<file path="config.mk">
export PLATFORM = sky130hd
export DESIGN_NAME = i2c_slave_rx
export DESIGN_NICKNAME = d
export VERILOG_FILES = /design/src/rtl/i2c_slave_rx_pkg.sv /design/src/rtl/i2c_slave_rx_bus_cond.sv /design/src/rtl/i2c_slave_rx.sv
export SDC_FILE = /design/constraint.sdc
export NUM_CORES = 1
export LEC_CHECK = 0
export BUFFER_PORTS_ARGS = -buffer_cell sky130_fd_sc_hd__buf_2
export CAP_MARGIN = 30
export CELL_PAD_IN_SITES_DETAIL_PLACEMENT = 1
export CELL_PAD_IN_SITES_GLOBAL_PLACEMENT = 2
export CORE_ASPECT_RATIO = 0.7
export CORE_MARGIN = 10
export CORE_UTILIZATION = 34
export DETAILED_ROUTE_END_ITERATION = 16
export PLACE_DENSITY_LB_ADDON = 0.1
export SYNTH_ARGS = -nofsm -noshare
export SYNTH_HDL_FRONTEND = slang
export SYNTH_SLANG_ARGS = --single-unit
</file>
<file path="constraint.sdc">
create_clock -name clk -period 1.85 [get_ports clk]
set_input_delay 0.2775 -clock clk [delete_from_list [all_inputs] [get_ports clk]]
set_output_delay 0.2775 -clock clk [all_outputs]
set_load 0.02 [all_outputs]
</file>
<file path="src/rtl/i2c_slave_rx_pkg.sv">
// Shared constants and state encoding for the I2C slave receive engine.
// Used by i2c_slave_rx and the START/STOP detector.
package i2c_slave_rx_pkg;

    localparam int         BYTE_W            = 8;
    localparam logic [6:0] GENERAL_CALL_ADDR = 7'h00;

    localparam logic [2:0] S_IDLE      = 3'd0;
    localparam logic [2:0] S_ADDR      = 3'd1;
    localparam logic [2:0] S_ADDR_ACK  = 3'd2;
    localparam logic [2:0] S_DATA      = 3'd3;
    localparam logic [2:0] S_DATA_ACK  = 3'd4;
    localparam logic [2:0] S_WAIT_STOP = 3'd5;

    typedef enum logic [2:0] {
        IDLE      = S_IDLE,
        ADDR      = S_ADDR,
        ADDR_ACK  = S_ADDR_ACK,
        DATA      = S_DATA,
        DATA_ACK  = S_DATA_ACK,
        WAIT_STOP = S_WAIT_STOP
    } state_t;

endpackage

</file>
<file path="src/rtl/i2c_slave_rx_bus_cond.sv">
// START/STOP detector on filtered SCL level and SDA edge pulses.
// Combinational; the caller registers the results as needed.
module i2c_bus_cond (
    input  logic i_scl_f,
    input  logic i_sda_pe,
    input  logic i_sda_ne,
    output logic o_start,
    output logic o_stop
);

    assign o_start = i_sda_ne & i_scl_f;
    assign o_stop  = i_sda_pe & i_scl_f;

endmodule

</file>
<file path="src/rtl/i2c_slave_rx.sv">
// Byte-level I2C slave receiver: address match, ACK/NACK, valid/ready bytes.
// Define I2C_GENERAL_CALL_EN to also ACK the general-call address 7'h00.
module i2c_slave_rx
    import i2c_slave_rx_pkg::*;
#(
    parameter logic [6:0] SLAVE_ADDR = 7'h42
) (
    input  logic              clk,
    input  logic              reset,
    input  logic              scl_f,
    input  logic              scl_pe,
    input  logic              scl_ne,
    input  logic              sda_f,
    input  logic              sda_pe,
    input  logic              sda_ne,
    output logic              sda_low,
    output logic              start_det,
    output logic              stop_det,
    output logic              busy,
    output logic              addr_match,
    output logic [BYTE_W-1:0] rx_data,
    output logic              rx_valid,
    input  logic              rx_ready,
    output logic              overrun
);

    state_t            r_state;
    logic [3:0]        r_cnt;
    logic [BYTE_W-1:0] r_sreg;
    logic              r_ack;
    logic              r_drive;
    logic              r_sda_low;
    logic              r_start_det;
    logic              r_stop_det;
    logic              r_busy;
    logic              r_addr_match;
    logic [BYTE_W-1:0] r_rx_data;
    logic              r_rx_valid;
    logic              r_overrun;

    logic              w_start;
    logic              w_stop;
    logic              w_addr_hit;
    logic              w_last_bit;
    logic              w_can_load;
    logic [BYTE_W-1:0] w_byte;

    i2c_bus_cond u_cond (
        .i_scl_f  (scl_f),
        .i_sda_pe (sda_pe),
        .i_sda_ne (sda_ne),
        .o_start  (w_start),
        .o_stop   (w_stop)
    );

`ifdef I2C_GENERAL_CALL_EN
    assign w_addr_hit = !r_sreg[0] &&
                        ((r_sreg[7:1] == SLAVE_ADDR) ||
                         (r_sreg[7:1] == GENERAL_CALL_ADDR));
`else
    assign w_addr_hit = !r_sreg[0] && (r_sreg[7:1] == SLAVE_ADDR);
`endif

    assign w_last_bit = (r_cnt == 4'd7);
    assign w_byte     = {r_sreg[BYTE_W-2:0], sda_f};
    assign w_can_load = !r_rx_valid || rx_ready;

    always_ff @(posedge clk) begin
        if (reset) begin
            r_state      <= IDLE;
            r_cnt        <= 4'd0;
            r_sreg       <= '0;
            r_ack        <= 1'b0;
            r_drive      <= 1'b0;
            r_sda_low    <= 1'b0;
            r_start_det  <= 1'b0;
            r_stop_det   <= 1'b0;
            r_busy       <= 1'b0;
            r_addr_match <= 1'b0;
            r_rx_data    <= '0;
            r_rx_valid   <= 1'b0;
            r_overrun    <= 1'b0;
        end else begin
            r_start_det <= w_start;
            r_stop_det  <= w_stop && !w_start;
            if (r_rx_valid && rx_ready)
                r_rx_valid <= 1'b0;

            if (w_start) begin
                r_state      <= ADDR;
                r_cnt        <= 4'd0;
                r_drive      <= 1'b0;
                r_sda_low    <= 1'b0;
                r_addr_match <= 1'b0;
                r_busy       <= 1'b1;
            end else if (w_stop) begin
                r_state      <= IDLE;
                r_drive      <= 1'b0;
                r_sda_low    <= 1'b0;
                r_addr_match <= 1'b0;
                r_busy       <= 1'b0;
            end else begin
                case (r_state)
                    IDLE: begin
                        r_sda_low <= 1'b0;
                    end
                    ADDR, DATA: begin
                        if (scl_pe) begin
                            r_sreg <= w_byte;
                            r_cnt  <= r_cnt + 4'd1;
                            if (w_last_bit) begin
                                r_drive <= 1'b0;
                                r_state <= (r_state == ADDR) ? ADDR_ACK
                                                             : DATA_ACK;
                            end
                            // A byte is taken only if the holding slot frees up
                            if (w_last_bit && r_state == DATA) begin
                                r_ack <= w_can_load;
                                if (w_can_load) begin
                                    r_rx_data  <= w_byte;
                                    r_rx_valid <= 1'b1;
                                end
                            end
                        end
                    end
                    ADDR_ACK: begin
                        if (scl_ne) begin
                            if (!r_drive) begin
                                r_drive   <= 1'b1;
                                r_ack     <= w_addr_hit;
                                r_sda_low <= w_addr_hit;
                            end else begin
                                r_drive   <= 1'b0;
                                r_sda_low <= 1'b0;
                                r_cnt     <= 4'd0;
                                if (r_ack) begin
                                    r_addr_match <= 1'b1;
                                    r_state      <= DATA;
                                end else begin
                                    r_state <= WAIT_STOP;
                                end
                            end
                        end
                    end
                    DATA_ACK: begin
                        if (scl_ne) begin
                            if (!r_drive) begin
                                r_drive   <= 1'b1;
                                r_sda_low <= r_ack;
                                if (!r_ack)
                                    r_overrun <= 1'b1;
                            end else begin
                                r_drive   <= 1'b0;
                                r_sda_low <= 1'b0;
                                r_cnt     <= 4'd0;
                                r_state   <= r_ack ? DATA : WAIT_STOP;
                            end
                        end
                    end
                    WAIT_STOP: begin
                        r_sda_low <= 1'b0;
                    end
                    default: begin
                        r_state   <= IDLE;
                        r_sda_low <= 1'b0;
                    end
                endcase
            end
        end
    end

    assign sda_low    = r_sda_low;
    assign start_det  = r_start_det;
    assign stop_det   = r_stop_det;
    assign busy       = r_busy;
    assign addr_match = r_addr_match;
    assign rx_data    = r_rx_data;
    assign rx_valid   = r_rx_valid;
    assign overrun    = r_overrun;

endmodule

</file>
# After elaboration in Yosys (flattened, before gate mapping)
# Cells that the tools add are included.
dict set report op_classes {
  mul 0
  n_mux 37
  n_addsub 1
  n_reduce_logical 27
  div_mod_pow 0
  bitwise 8
  shift 0
  eq_ne 20
  n_lt_le_gt_ge 0
}
# op count
set ops {}
lappend ops {{1-bit two-way mux} 23}
lappend ops {{3-bit two-way mux} 6}
lappend ops {{5-bit AND reduction} 3}
lappend ops {{4-bit two-way mux} 3}
lappend ops {{2-bit != test (second input constant)} 6}
lappend ops {{4-bit AND reduction} 3}
lappend ops {{6-bit AND reduction} 2}
lappend ops {{3-bit case mux with 3 select lines} 1}
lappend ops {{4-bit by 1-bit != test with 1-bit output (second input constant)} 2}
lappend ops {{4-bit != test (second input constant)} 2}
lappend ops {{4-bit case mux with 2 select lines} 1}
lappend ops {{2-bit OR reduction} 4}
lappend ops {{7-bit equality test (second input constant)} 1}
lappend ops {{7-bit AND reduction} 1}
lappend ops {{3-bit by 2-bit equality test with 1-bit output (second input constant)} 2}
lappend ops {{3-bit equality test (second input constant)} 2}
lappend ops {{1-bit inverter} 6}
lappend ops {{2-bit nonzero test} 3}
lappend ops {{4-bit by 1-bit adder with 4-bit output (second input constant)} 1}
lappend ops {{4-bit by 3-bit equality test with 1-bit output (second input constant)} 1}
lappend ops {{1-bit logical AND} 4}
lappend ops {{2-bit by 1-bit != test with 1-bit output (second input constant)} 2}
lappend ops {{1-bit case mux with 2 select lines} 2}
lappend ops {{3-bit by 1-bit equality test with 1-bit output (second input constant)} 1}
lappend ops {{8 further kinds} 11}
dict set report totals {
  mem_count 0
  in_bits 9
  output_inout_bits 15
  ff_bits 32
  latchBits 0
  mem_bits_rw 0
  word_cells 107
  mem_bits_ro 0
}

# Logic depth before layout (Yosys ltp)
dict set report depth {
  depth_word 8
  depth_mapped 7
  depth_no_buf 5
}

# By module
# From an unflattened synthesis, not the netlist that was laid out.
dict set report unflattened {
  hier_cells 184
  hier_area_um2 1522.7
}
# module instances cells_each area_per_inst_um2 seq_area_each_um2
set by_module_without_submodules {}
lappend by_module_without_submodules {i2c_slave_rx 1 182 1510.2 640.6}
lappend by_module_without_submodules {i2c_bus_cond 1 2 12.5 0.0}

# Worst setup path after synthesis
# No wires, ideal clock.
dict set report synth_path {
  kind {flip-flop to flip-flop}
  startpoint {register r_cnt[0]}
  endpoint {register r_rx_data[0], in the netlist rx_data[0]}
  period_less_slack_ns 1.519
  setup_time_ns 0.072
  path_buffers 2
  stages_incl_launch_ff 8
  setup_slack_ns 0.331
  required_time_ns 1.778
  t_arrival_ns 1.447
  path_cell_list {dfxtp_1 ha_1 nand3b_1 or2_1 buf_6 nor3b_2 buf_4 mux2i_1}
}
dict set report synth_via {
  elab_chain_len 3
}
# element line
set synth_lines {}
lappend synth_lines {{start: declaration} i2c_slave_rx.sv:28} ;# logic [3:0] r_cnt;
lappend synth_lines {{start signal: assignment} i2c_slave_rx.sv:110} ;# r_cnt <= r_cnt + 4'd1;
lappend synth_lines {{4-bit by 3-bit equality test with 1-bit output} i2c_slave_rx.sv:64} ;# assign w_last_bit = (r_cnt == 4'd7);
lappend synth_lines {{1-bit logical AND} i2c_slave_rx.sv:117} ;# if (w_last_bit && r_state == DATA) begin
lappend synth_lines {{6-bit AND reduction (no line)} -}
lappend synth_lines {{end signal: assignment} i2c_slave_rx.sv:120} ;# r_rx_data <= w_byte;
lappend synth_lines {{end: declaration} i2c_slave_rx.sv:37} ;# logic [BYTE_W-1:0] r_rx_data;
# No other way between the ends.
# A chain may end at the register's enable or synchronous reset.

# Worst setup path after layout
dict set report layout_path {
  startpoint {register r_state[1]}
  endpoint {register r_rx_data[0], in the netlist rx_data[0]}
}
dict set report layout_via {
  elab_chain_len 3
  word_cells_on_any_way 5
  cone_classes {eq/ne: 2; reduce/logical: 3}
}
# element line
set layout_lines {}
lappend layout_lines {{start: declaration} i2c_slave_rx.sv:27} ;# state_t r_state;
lappend layout_lines {{start signal: assignment} i2c_slave_rx.sv:113} ;# r_state <= (r_state == ADDR) ? ADDR_ACK
lappend layout_lines {{start signal: assignment} i2c_slave_rx.sv:156} ;# r_state <= r_ack ? DATA : WAIT_STOP;
lappend layout_lines {{3-bit by 1-bit equality test with 1-bit output / 3-bit by 2-bit equality test with 1-bit output (equally long branches)} {i2c_slave_rx.sv:103, i2c_slave_rx.sv:117}}
lappend layout_lines {{2-bit OR reduction / 1-bit logical AND (equally long branches)} {i2c_slave_rx.sv:103, i2c_slave_rx.sv:117}}
lappend layout_lines {{6-bit AND reduction (no line) (*)} -}
# Mark *: on every way between the ends. The rest lies on a longest branch, timed or not.

==> run_results.csv <==
group,metric,value,unit
timing,clock.fmax,0.5962,GHz
setup_path,startpoint_type,"register",
route,drc,0,
synthesis,synth.net_count,179,
clock_network,clock_path_buffers,2,
route,firstDrtPassIters,4,
setup_path,critPathBufInv,1,
timing,skew,0.006319,ns
synthesis,ys_seq_elements,32,
floorplanning,core_area,0.004354,mm²
floorplanning,dieArea,0.007651,mm²
timing,finalCritPeriodShare,90.66,%
floorplanning,die_w,100.3,µm
timing,hold_slack,0.2103,ns
setup_path,arrival,1.88,ns
finish,final_cell_mix,"32 x dfxtp_1, 23 x buf_2, 20 x nand2b_1",
clock_network,hold_buffers,0,
placement,place_inst,244,
power_and_ir_drop,irDropWorstVdd,0.4382,mV
synthesis,synth_area_leaders,"dfxtp_1 42%, mux2i_1 11%, nand2b_1 8.1%, nor2_1 4.2%, a21oi_1 3.6%",
setup_path,required,2.05,ns
floorplanning,die_height,76.25,µm
global_routing,grt_use_total,10.78,%
synthesis,synth_async_sr_flop_share,0,%
clock_network,cts_tree,"yes",
setup_path,path_cells,"nor2b_1 -> nand2_1 -> nor3b_2 -> buf_4 -> mux2i_1",
route,vias,1307,
floorplanning,start_util,35.29,%
power_and_ir_drop,cellPowerDensity,797.2,mW/mm²
timing,fin_tns_setup,0,ns
timing,min_period,1.677,ns
synthesis,syn_inst,169,
finish,drive_gt1_share,21.83,%
finish,antenna_cells,0,
timing,drv_slew,0,
timing,finalHoldViolations,0,
setup_path,cp_slowest_cell,"dfxtp_1",
placement,post-dp-hpwl,2.873,mm
synthesis,ys.flop_type,"dfxtp_1",
synthesis,ys_types,40,
setup_path,cp_top_family,"simple AND/OR/NAND/NOR gates",
min_path,hold_class,"primary input to register",
clock_network,root_buffer,"clkbuf_8",
global_routing,grt_pass1_wl,6.817,mm
clock_network,clk_pin_slew,0.07,ns
global_routing,gr-total-overflow,0,
placement,place_congestion,0.7550,
finish,finalNonFillerCells,252,
route,post_drt_wl_per_cell,15.35,µm
setup_path,endpoint_kind,"register",
route,viasPerCell,5.187,
outcome,outcome,"complete, no violations",
synthesis,syn_area_per_cell,9.092,µm²
global_routing,antenna_found_initial,0,
setup_path,path_class,"register to register",
synthesis,synth_top_area_share,41.69,%
floorplanning,io_pins,24,
clock_network,ctsHtreeMaxLevel,2,
floorplanning,fp-row-count,20,
synthesis,synth-seq-area-share,41.69,%
setup_path,slowest_delay,0.53,ns
clock_network,cts_made_buffers,5,
finish,syn2layout_area_growth,18.73,%
route,drt-initial-drc-count,44,
timing,worst_pin_slew,0.5027,ns
timing,setup_viol,0,
timing,relSlewSlack,66.49,%
power_and_ir_drop,leakage,0.7134,nW
route,wirelength,3.867,mm
clock_network,insertion_delay,0.28,ns
global_routing,grt_max_degree,34,
synthesis,yosysTopAreaCell,"dfxtp_1",
synthesis,synthesis.area,0.001536,mm²
route,antenna_left,0,
finish,nets,206,
global_routing,grt_pass1_vias,1374,
timing,rsz0062_at_grt,"no",
setup_path,cp_max_fo,8,
clock_network,post-cts-setup-buffer-count,0,
run,cap_violations,0,
synthesis,synth_edf_count,0,
synthesis,yosysWarningCount,0,
clock_network,cts.sinks,32,
placement,io_buffer_count,23,
clock_network,postCtsResizedCells,0,
finish,layout_commonest_cell,"dfxtp_1",
cell usage after synthesis (all sizes together), types with 2 or more instances:
| master | instances |
|---|---|
| nand4 | 2 |
| or3 | 6 |
| nor2 | 17 |
| nand2 | 11 |
| nor2b | 2 |
| nor3b | 2 |
| clkbuf | 3 |
| nand3 | 3 |
| nor4b | 2 |
| o21ai | 7 |
| nand2b | 20 |
| a21oi | 11 |
| inv | 2 |
| a31oi | 4 |
| buf | 6 |
| mux2i | 17 |
| nand3b | 3 |
| nand4b | 2 |
| dfxtp | 32 |
sequential cells by signal, indices dropped and copies added, names as in the netlist:
register / flops
r_sreg: 8
rx_data: 8
r_cnt: 4
r_state: 3
addr_match: 1
busy: 1
overrun: 1
r_ack: 1
r_drive: 1
rx_valid: 1
sda_low: 1
start_det: 1
stop_det: 1
kinds of logic (layout without fill, tap and decap cells):
group                      after synthesis  in the layout  share of synthesized area, %
and+or+nand+nor                         75             75                         27.93
buffers and inverters                   11             39                         4.072
muxes                                   17             17                         11.07
adders and majority gates                1              1                        0.8142
AOI/OAI and AO/OA                       32             32                         13.36
xor gates and xnor gates                 1              1                         1.059
DFF                                     32             32                         41.69
where the power goes:
group / internal [mW] / switching [mW]
clock: 0.398 / 0.273
sequential: 0.694 / 0.00448
combinational: 0.0337 / 0.0507
worst paths after layout:
| kind | from | endpoint | slack (ns) | cells after the start |
|---|---|---|---|---|
| min reg2reg | overrun | overrun | 0.47 | 2 |
| max | r_state[1] | rx_data[0] | 0.17 | 5 |
| min | sda_ne | stop_det | 0.21 | 2 |
| max reg2reg | r_state[1] | rx_data[0] | 0.17 | 5 |
metrics by stage:
stage	area [µm²]	power (mW)	utilization [%]	worst slack [ns]
after floorplan	1536	0.7632	-	0.3311
after global placement	1710	0.7955	39.28	0.2321
after detailed placement	1710	0.7981	39.28	0.1450
after CTS	1822	1.479	41.84	0.09363
after global routing	1824	1.519	41.90	0.04795
final	1824	1.454	41.90	0.1728
metal layers:
layer / track usage, % / routed length (µm) / vias up
met5: 0 / 0 / -
met4: 3.803 / 30 / 0
li1: - / - / 656
met1: 14.57 / 2040 / 633
met2: 14.94 / 1592 / 16
met3: 4.257 / 204 / 2
cell type report:
| cell class | instances | area, µm² |
|---|---|---|
| clock buffers | 5 | 68.82 |
| clock inverters | 3 | 42.54 |
| fillers | 527 | 2530 |
| inverters | 2 | 7.507 |
| multi-input cells | 126 | 835.8 |
| flip-flops and latches | 32 | 640.6 |
| well taps | 55 | 68.82 |
| repair buffers | 29 | 160.2 |
No activity file was read; power rests on OpenSTA's default activity.
